==> src/rtl/instruction_fetch.sv <==
// Instruction fetch: reads opcode plus up to two little-endian operand bytes at the PC
// and presents each complete instruction over a valid/ready handshake.
module instruction_fetch #(
    parameter int unsigned ADDR_WIDTH = 16,
    parameter int unsigned DATA_WIDTH = 8
) (
    input  logic                    clock,
    input  logic                    reset,
    input  logic [ADDR_WIDTH-1:0]   pc_count,
    output logic                    pc_increment,
    output logic [ADDR_WIDTH-1:0]   mem_addr,
    output logic                    mem_rd_en,
    input  logic [DATA_WIDTH-1:0]   mem_data,
    input  logic                    flush,
    output logic                    instr_valid,
    input  logic                    instr_ready,
    output logic [DATA_WIDTH-1:0]   instr_opcode,
    output logic [2*DATA_WIDTH-1:0] instr_operand,
    output logic [1:0]              instr_length
);

    typedef enum logic [2:0] {
        StOpRd,
        StOpCap,
        StB1Rd,
        StB1Cap,
        StB2Rd,
        StB2Cap,
        StHold
    } state_e;

    state_e                  state_q, state_d;
    logic [DATA_WIDTH-1:0]   opcode_q, opcode_d;
    logic [2*DATA_WIDTH-1:0] operand_q, operand_d;
    logic [1:0]              length_q, length_d;
    logic [1:0]              op_length;

    assign mem_addr      = pc_count;
    assign instr_opcode  = opcode_q;
    assign instr_operand = operand_q;
    assign instr_length  = length_q;

    always_comb begin
        unique case (mem_data[7:6])
            2'b00:   op_length = 2'd1;
            2'b01:   op_length = 2'd2;
            default: op_length = 2'd3;
        endcase
    end

    always_ff @(posedge clock) begin
        if (!reset) begin
            state_q   <= StOpRd;
            opcode_q  <= '0;
            operand_q <= '0;
            length_q  <= 2'd1;
        end else begin
            state_q   <= state_d;
            opcode_q  <= opcode_d;
            operand_q <= operand_d;
            length_q  <= length_d;
        end
    end

    always_comb begin
        state_d      = state_q;
        opcode_d     = opcode_q;
        operand_d    = operand_q;
        length_d     = length_q;
        mem_rd_en    = 1'b0;
        pc_increment = 1'b0;
        instr_valid  = 1'b0;

        unique case (state_q)
            StOpRd: begin
                mem_rd_en    = 1'b1;
                pc_increment = 1'b1;
                state_d      = StOpCap;
            end
            StOpCap: begin
                opcode_d  = mem_data;
                operand_d = '0;
                length_d  = op_length;
                state_d   = (op_length == 2'd1) ? StHold : StB1Rd;
            end
            StB1Rd: begin
                mem_rd_en    = 1'b1;
                pc_increment = 1'b1;
                state_d      = StB1Cap;
            end
            StB1Cap: begin
                operand_d[DATA_WIDTH-1:0] = mem_data;
                state_d = (length_q == 2'd2) ? StHold : StB2Rd;
            end
            StB2Rd: begin
                mem_rd_en    = 1'b1;
                pc_increment = 1'b1;
                state_d      = StB2Cap;
            end
            StB2Cap: begin
                operand_d[2*DATA_WIDTH-1:DATA_WIDTH] = mem_data;
                state_d = StHold;
            end
            StHold: begin
                instr_valid = 1'b1;
                if (instr_ready) begin
                    state_d = StOpRd;
                end
            end
            default: state_d = StOpRd;
        endcase

        // Jump: drop the partial fetch and keep the PC quiet while execute loads it.
        if (flush) begin
            state_d      = StOpRd;
            opcode_d     = opcode_q;
            operand_d    = operand_q;
            length_d     = length_q;
            mem_rd_en    = 1'b0;
            pc_increment = 1'b0;
        end

        if (!reset) begin
            mem_rd_en    = 1'b0;
            pc_increment = 1'b0;
            instr_valid  = 1'b0;
        end
    end

endmodule

==> config.mk <==
export PLATFORM = sky130hd
export DESIGN_NAME = instruction_fetch
export DESIGN_NICKNAME = d
export VERILOG_FILES = /design/src/rtl/instruction_fetch.sv
export SDC_FILE = /design/constraint.sdc
export NUM_CORES = 1
export LEC_CHECK = 0
export BUFFER_PORTS_ARGS = -buffer_cell sky130_fd_sc_hd__buf_2
export CAP_MARGIN = 20
export CORE_MARGIN = 2
export CORE_UTILIZATION = 43
export DETAILED_ROUTE_END_ITERATION = 8
export PLACE_DENSITY_LB_ADDON = 0.1
export SYNTH_ARGS = -nofsm -noshare
export SYNTH_HDL_FRONTEND = slang
export SYNTH_SLANG_ARGS = --single-unit
==> constraint.sdc <==
create_clock -name clock -period 1.6 [get_ports clock]
set_input_delay 0.08 -clock clock [delete_from_list [all_inputs] [get_ports clock]]
set_output_delay 0.08 -clock clock [all_outputs]
set_load 0.01 [all_outputs]
# ---- Word level (Yosys, flattened, before mapping)
# Index checks and enable logic that the tools add are counted.
# Widths: inputs -> output; s select.
dict set report totals {
  regBits 29
  in_bits 28
  out_inout_bits 45
  word_cells 38
}
dict set report op_classes {
  eq_ne 10
  mux 12
  n_bitwise 2
  reduce_logical 9
}
# operator count
set ops {}
lappend ops {{$pmux 8 s2} 2}
lappend ops {{$pmux 3 s7} 1}
lappend ops {{$eq 3x3->1 const B} 3}
lappend ops {{$eq 3x2->1 const B} 2}
lappend ops {{$mux 3} 2}
lappend ops {{$reduce_and 2->1} 3}
lappend ops {{$mux 1} 5}
lappend ops {{$eq 2x1->1 const B} 2}
lappend ops {{$pmux 2 s2} 1}
lappend ops {{$reduce_bool 2->1} 2}
lappend ops {{$eq 3x1->1 const B} 1}
lappend ops {{$logic_not 3->1} 1}
lappend ops {{$reduce_or 3->1} 1}
lappend ops {{$eq 2x2->1 const B} 1}
lappend ops {{$logic_not 2->1} 1}
lappend ops {{$mux 2} 1}
lappend ops {{$ne 2x2->1 const B} 1}
lappend ops {{$not 1->1} 2}
lappend ops {{$reduce_or 2->1} 1}

# ---- Longest topological paths before layout
dict set report logic_depth {
  word_depth 5
  mapped_depth 6
  mapped_depth_nobuf 3
}

# ---- Least setup slack after synthesis
# Ideal clock, no wire load.
dict set report synth_path {
  kind {register -> output}
  start {register state_q[2]}
  end {output pc_increment}
  t_arrival_ps 1336
  required_time_ps 1520
  slack_ps 184
  path_stages_with_launch 5
  n_path_buf 2
  path_cell_list {dfxtp_1 clkbuf_1 nand2_1 nor4b_1 buf_4}
}
dict set report synth_between {
  elab_chain_len 5
  elab_cells_between_ends 7
  cone_classes {2 x eq/ne; 3 x mux; 2 x reduce/logical}
}
# element line_no
set synth_rtl {}
lappend synth_rtl {{start, declared} 32} ;# state_e state_q, state_d;
lappend synth_rtl {{start signal, assigned} 53} ;# state_q <= StOpRd;
lappend synth_rtl {{start signal, assigned} 58} ;# state_q <= state_d;
lappend synth_rtl {{$eq 3x3->1, or another cell as far along} -}
lappend synth_rtl {{$reduce_or 3->1 (no line) (*)} -}
lappend synth_rtl {{$mux 1 (*) (3 in a row)} -}
lappend synth_rtl {{end, declared} 10} ;# output logic pc_increment,
# Mark *: on every way between the ends. The rest lies on a longest branch, timed or not.

# ---- Worst setup path in the final report
dict set report layout_path {
  start {register state_q[1]}
  end {output pc_increment}
}
dict set report layout_between {
  elab_chain_len 5
  elab_cells_between_ends 7
  cone_classes {2 x eq/ne; 3 x mux; 2 x reduce/logical}
}
# element line_no
set layout_rtl {}
lappend layout_rtl {{$eq 3x3->1, or another cell as far along} 74} ;# unique case (state_q)
lappend layout_rtl {{$reduce_or 3->1 (no line) (*)} -}
lappend layout_rtl {{$mux 1 (*)} 74}
lappend layout_rtl {{$mux 1 (*)} 114} ;# if (flush) begin
lappend layout_rtl {{$mux 1 (*)} 123} ;# if (!reset) begin
# Marks and branches as above.

==> impl_metrics.tcl <==
set metrics [dict create \
    status "finished with violations" \
    violations_in_the_final_reports "DRC" \
    mostFrequentLayoutCells "40 x sky130_fd_sc_hd__buf_2, 31 x sky130_fd_sc_hd__nand3_1, 29 x sky130_fd_sc_hd__dfxtp_1" \
    ant_nets 0 \
    crit_chain "buf_4 -> nand2_1 -> nor4b_1 -> buf_2" \
    area_growth_pct 11.1 \
    synth_top_cell_area_share 0.450 \
    clock_insertion_delay_worst_skew_ps 320 \
    via_per_inst 5.31 \
    ir_drop_mv 0.428 \
    synth.net_count 186 \
    cp_data_required_time_ps 1520 \
    critical_path.slowest_cell "sky130_fd_sc_hd__dfxtp_1" \
    initial_utilization 0.460 \
    timing.reg2reg.setup_slack_ps 120 \
    grt.total_usage 0.166 \
    finalSetupTns_ps 0 \
    firstDrtPassIters 8 \
    worst_hold_startpoint "reset" \
    cts_buffers 5 \
    sequentialPowerShare 0.573 \
    final-max-slew-violation-count 0 \
    critPathMaxFanout 7 \
    worst_setup_path_start_kind "flip-flop" \
    period_minus_slack_ps 1480 \
    netSwitchingPower_uw 312 \
    cts_max_level 2 \
    synth_adder_area_share 0 \
    cap_violations 0 \
    layout-drive-gt1-share 0.309 \
    post_synth_instance_area_um2 1290 \
    pin_slew_with_the_least_headroom_to_its_limit_ps 462 \
    final_min_period_over_clock_period 0.925 \
    chipWidth_um 58.8 \
    postRouteWirelength_um 2730 \
    worstRegToRegCells 3 \
    max_slew_margin 0.692 \
    number_of_drc_violations_after_detailed_routing_iteration_0 39 \
    multi_input_comb_area_um2 494 \
    reg2reg_to "instr_operand[5]$_SDFFE_PN0P_" \
    vias 1126 \
    final_nets 209 \
    final_common_cell "sky130_fd_sc_hd__buf_2" \
    depth_of_the_worst_hold_timing_path 2 \
    core_area_um2 2810 \
    leakage_nw 0.604 \
    place_congestion 0.774 \
    simple_gate_fraction_of_synth_area 0.254 \
    cts.clk_slew.worst_paths_ps 90 \
    fp-row-count 19 \
    synth_mux_area_frac 0 \
    clock-skew-final_ps 9.41 \
    fin_total_pwr_mw 1.29 \
    share_comb_of_total_power 0.086 \
    grt-ovfl-total 0 \
    floorplan.die.height_um 58.8 \
    grt_pass1_vias 1061 \
    grt_pass1_wl_um 4330 \
    worst_path_dominant_cell_family "simple AND/OR/NAND/NOR gates" \
    cellPowerDensity_nw_per_um2 903 \
    num_antenna_cells 0 \
    worstSetupPathType "reg2out" \
    final_core_density 0.511 \
    detail_route.drc_violations 8 \
    ioPinCount 73 \
    ff_latch_area_um2 581 \
    synth_top_area_cell "sky130_fd_sc_hd__dfxtp_1" \
    sequential_share_of_the_synthesized_area 0.450 \
    synth_cell_types 22 \
    portbufs 40 \
    rr_startpoint "state_q[0]$_SDFFE_PP0P_" \
    synth_compound_area_frac 0.127 \
    min_setup_slack_post_route_ps 121 \
    largest_family_of_logic_cells_by_synthesized_area "simple AND/OR/NAND/NOR gates" \
    fillerInstances 292 \
    place_ws_ps 92.9 \
    yosys.area_share.xor_xnor 0 \
    clock_tree_from_tritoncts "built" \
    antenna_found_initial 0 \
    path_buf_inv 2 \
    switching_share 0.241 \
    power_report.internal_total_uw 981 \
    finalHoldViolations 0 \
    synth.top_cells.by_area "sky130_fd_sc_hd__dfxtp_1 45%, sky130_fd_sc_hd__nand3_1 12%, sky130_fd_sc_hd__buf_4 9.9%, sky130_fd_sc_hd__o21ai_1 5.8%, sky130_fd_sc_hd__nand2_1 5.5%" \
    mapped_avg_cell_area_um2 8.16 \
    grt_setup_unrepaired "false" \
    crit_path_max_incr_delay_ps 350 \
    cell_chosen_for_the_clock_root "sky130_fd_sc_hd__clkbuf_4" \
    number_of_hold_repair_buffers_added_at_the_cts_stage 0 \
    number_of_buffers_on_the_longest_clock_path 2 \
    drt-wirelength-per-cell_um 12.9 \
    yosys_warnings 0 \
    dp_hpwl_um 2050 \
    critical_path.endpoint_type "primary output" \
    crit_arrival_ps 1400 \
    timing.fmax_mhz 676 \
    pin_count_of_the_biggest_net_entering_global_routing 29 \
    holdCritPathClass "in2reg" \
    die-area_um2 3450 \
    hold_slack_ps 17.9 \
    clock_power_share 0.341 \
    synthesis.instances 158 \
    min_to "instr_length[0]$_SDFFE_PN1P_" \
    timing.final.setup_violations 0 \
    ys_seq_elements 29 \
    cts_sinks 29 \
]
-- stage by stage --
| stage | cell area, µm² | instances |
|---|---|---|
| 2_1_floorplan | 1290 | 158 |
| 3_5_place_dp | 1380 | 205 |
| 4_1_cts | 1430 | 212 |
| 5_1_grt | 1430 | 212 |
| 6_report | 1430 | 212 |
| 3_3_place_gp | 1380 | 205 |
-- metal layers --
layer,vias up,part of all wire,GRT usage
met3,15,0.082,0.0571
met4,0,0.019,0.0942
li1,567,-,-
met2,40,0.47,0.275
met1,504,0.42,0.183
met5,-,0,0
-- worst register-to-register path, stage by stage (launching register included) --
cell and delay (ps):
sky130_fd_sc_hd__dfxtp_1 490, sky130_fd_sc_hd__or3b_1 600, sky130_fd_sc_hd__nand3_1 160, sky130_fd_sc_hd__o21ai_0 90
-- flip-flops by register name (all words and copies together) (netlist names) --
name           flops
instr_operand     16
instr_opcode       8
instr_length       2
state_q            3
-- Yosys cell counts --
cell type	instances
sky130_fd_sc_hd__nor2_1	5
sky130_fd_sc_hd__nand3_1	31
sky130_fd_sc_hd__dfxtp_1	29
sky130_fd_sc_hd__o21ai_1	15
sky130_fd_sc_hd__or4b_1	1
sky130_fd_sc_hd__nor3_1	2
sky130_fd_sc_hd__nor3b_2	1
sky130_fd_sc_hd__nor2b_1	1
sky130_fd_sc_hd__inv_1	3
sky130_fd_sc_hd__buf_1	2
sky130_fd_sc_hd__a21oi_1	10
sky130_fd_sc_hd__a211oi_1	1
sky130_fd_sc_hd__clkbuf_1	6
sky130_fd_sc_hd__o41ai_2	1
sky130_fd_sc_hd__or3b_1	2
sky130_fd_sc_hd__nor4b_1	3
sky130_fd_sc_hd__clkbuf_2	1
sky130_fd_sc_hd__nand2_1	19
sky130_fd_sc_hd__buf_2	2
sky130_fd_sc_hd__buf_4	17
sky130_fd_sc_hd__buf_6	3
sky130_fd_sc_hd__o21ai_0	3
-- final cells by class --
| class | count | area share |
|---|---|---|
| Clock buffer | 7 | 0.0384 |
| Inverter | 3 | 0.00786 |
| Multi-Input combinational cell | 95 | 0.345 |
| Sequential cell | 29 | 0.405 |
| Tap cell | 31 | 0.0271 |
| Timing Repair Buffer | 47 | 0.176 |
-- cells by family after synthesis --
| logic type | after synthesis |
|---|---|
| buffers and inverters | 34 |
| DFF | 29 |
| AOI/OAI and AO/OA | 30 |
| and+or+nand+nor | 65 |
-- timing repair --
item,in CTS,in global routing
buffers inserted,0,0
gates resized for setup,0,1
endpoints found under the hold margin,0,0
setup endpoints to repair,0,1
-- how the worst max path moves through the flow --
stage / depth (start not counted) / to / from / slack (ps)
floorplan: 4 / pc_increment / state_q[2]$_SDFFE_PP0P_ / 180
global placement: 2 / instr_operand[14]$_SDFFE_PN0P_ / state_q[0]$_SDFFE_PP0P_ / 150
detailed placement: 2 / instr_operand[14]$_SDFFE_PN0P_ / state_q[0]$_SDFFE_PP0P_ / 90
CTS: 4 / mem_rd_en / state_q[1]$_SDFFE_PP0P_ / 90
global route: 3 / instr_operand[5]$_SDFFE_PN0P_ / state_q[0]$_SDFFE_PP0P_ / 9
finish: 4 / pc_increment / state_q[1]$_SDFFE_PP0P_ / 120
-- power by group through the flow --
stage / sequential [mW] / clock [mW] / combinational, mW
6_report: 0.742 / 0.441 / 0.111
5_1_grt: 0.744 / 0.480 / 0.124
4_1_cts: 0.742 / 0.458 / 0.110
3_5_place_dp: 0.759 / 0 / 0.110
3_3_place_gp: 0.758 / 0 / 0.109
2_1_floorplan: 0.760 / 0 / 0.107
No activity file was read; power rests on OpenSTA's default activity.
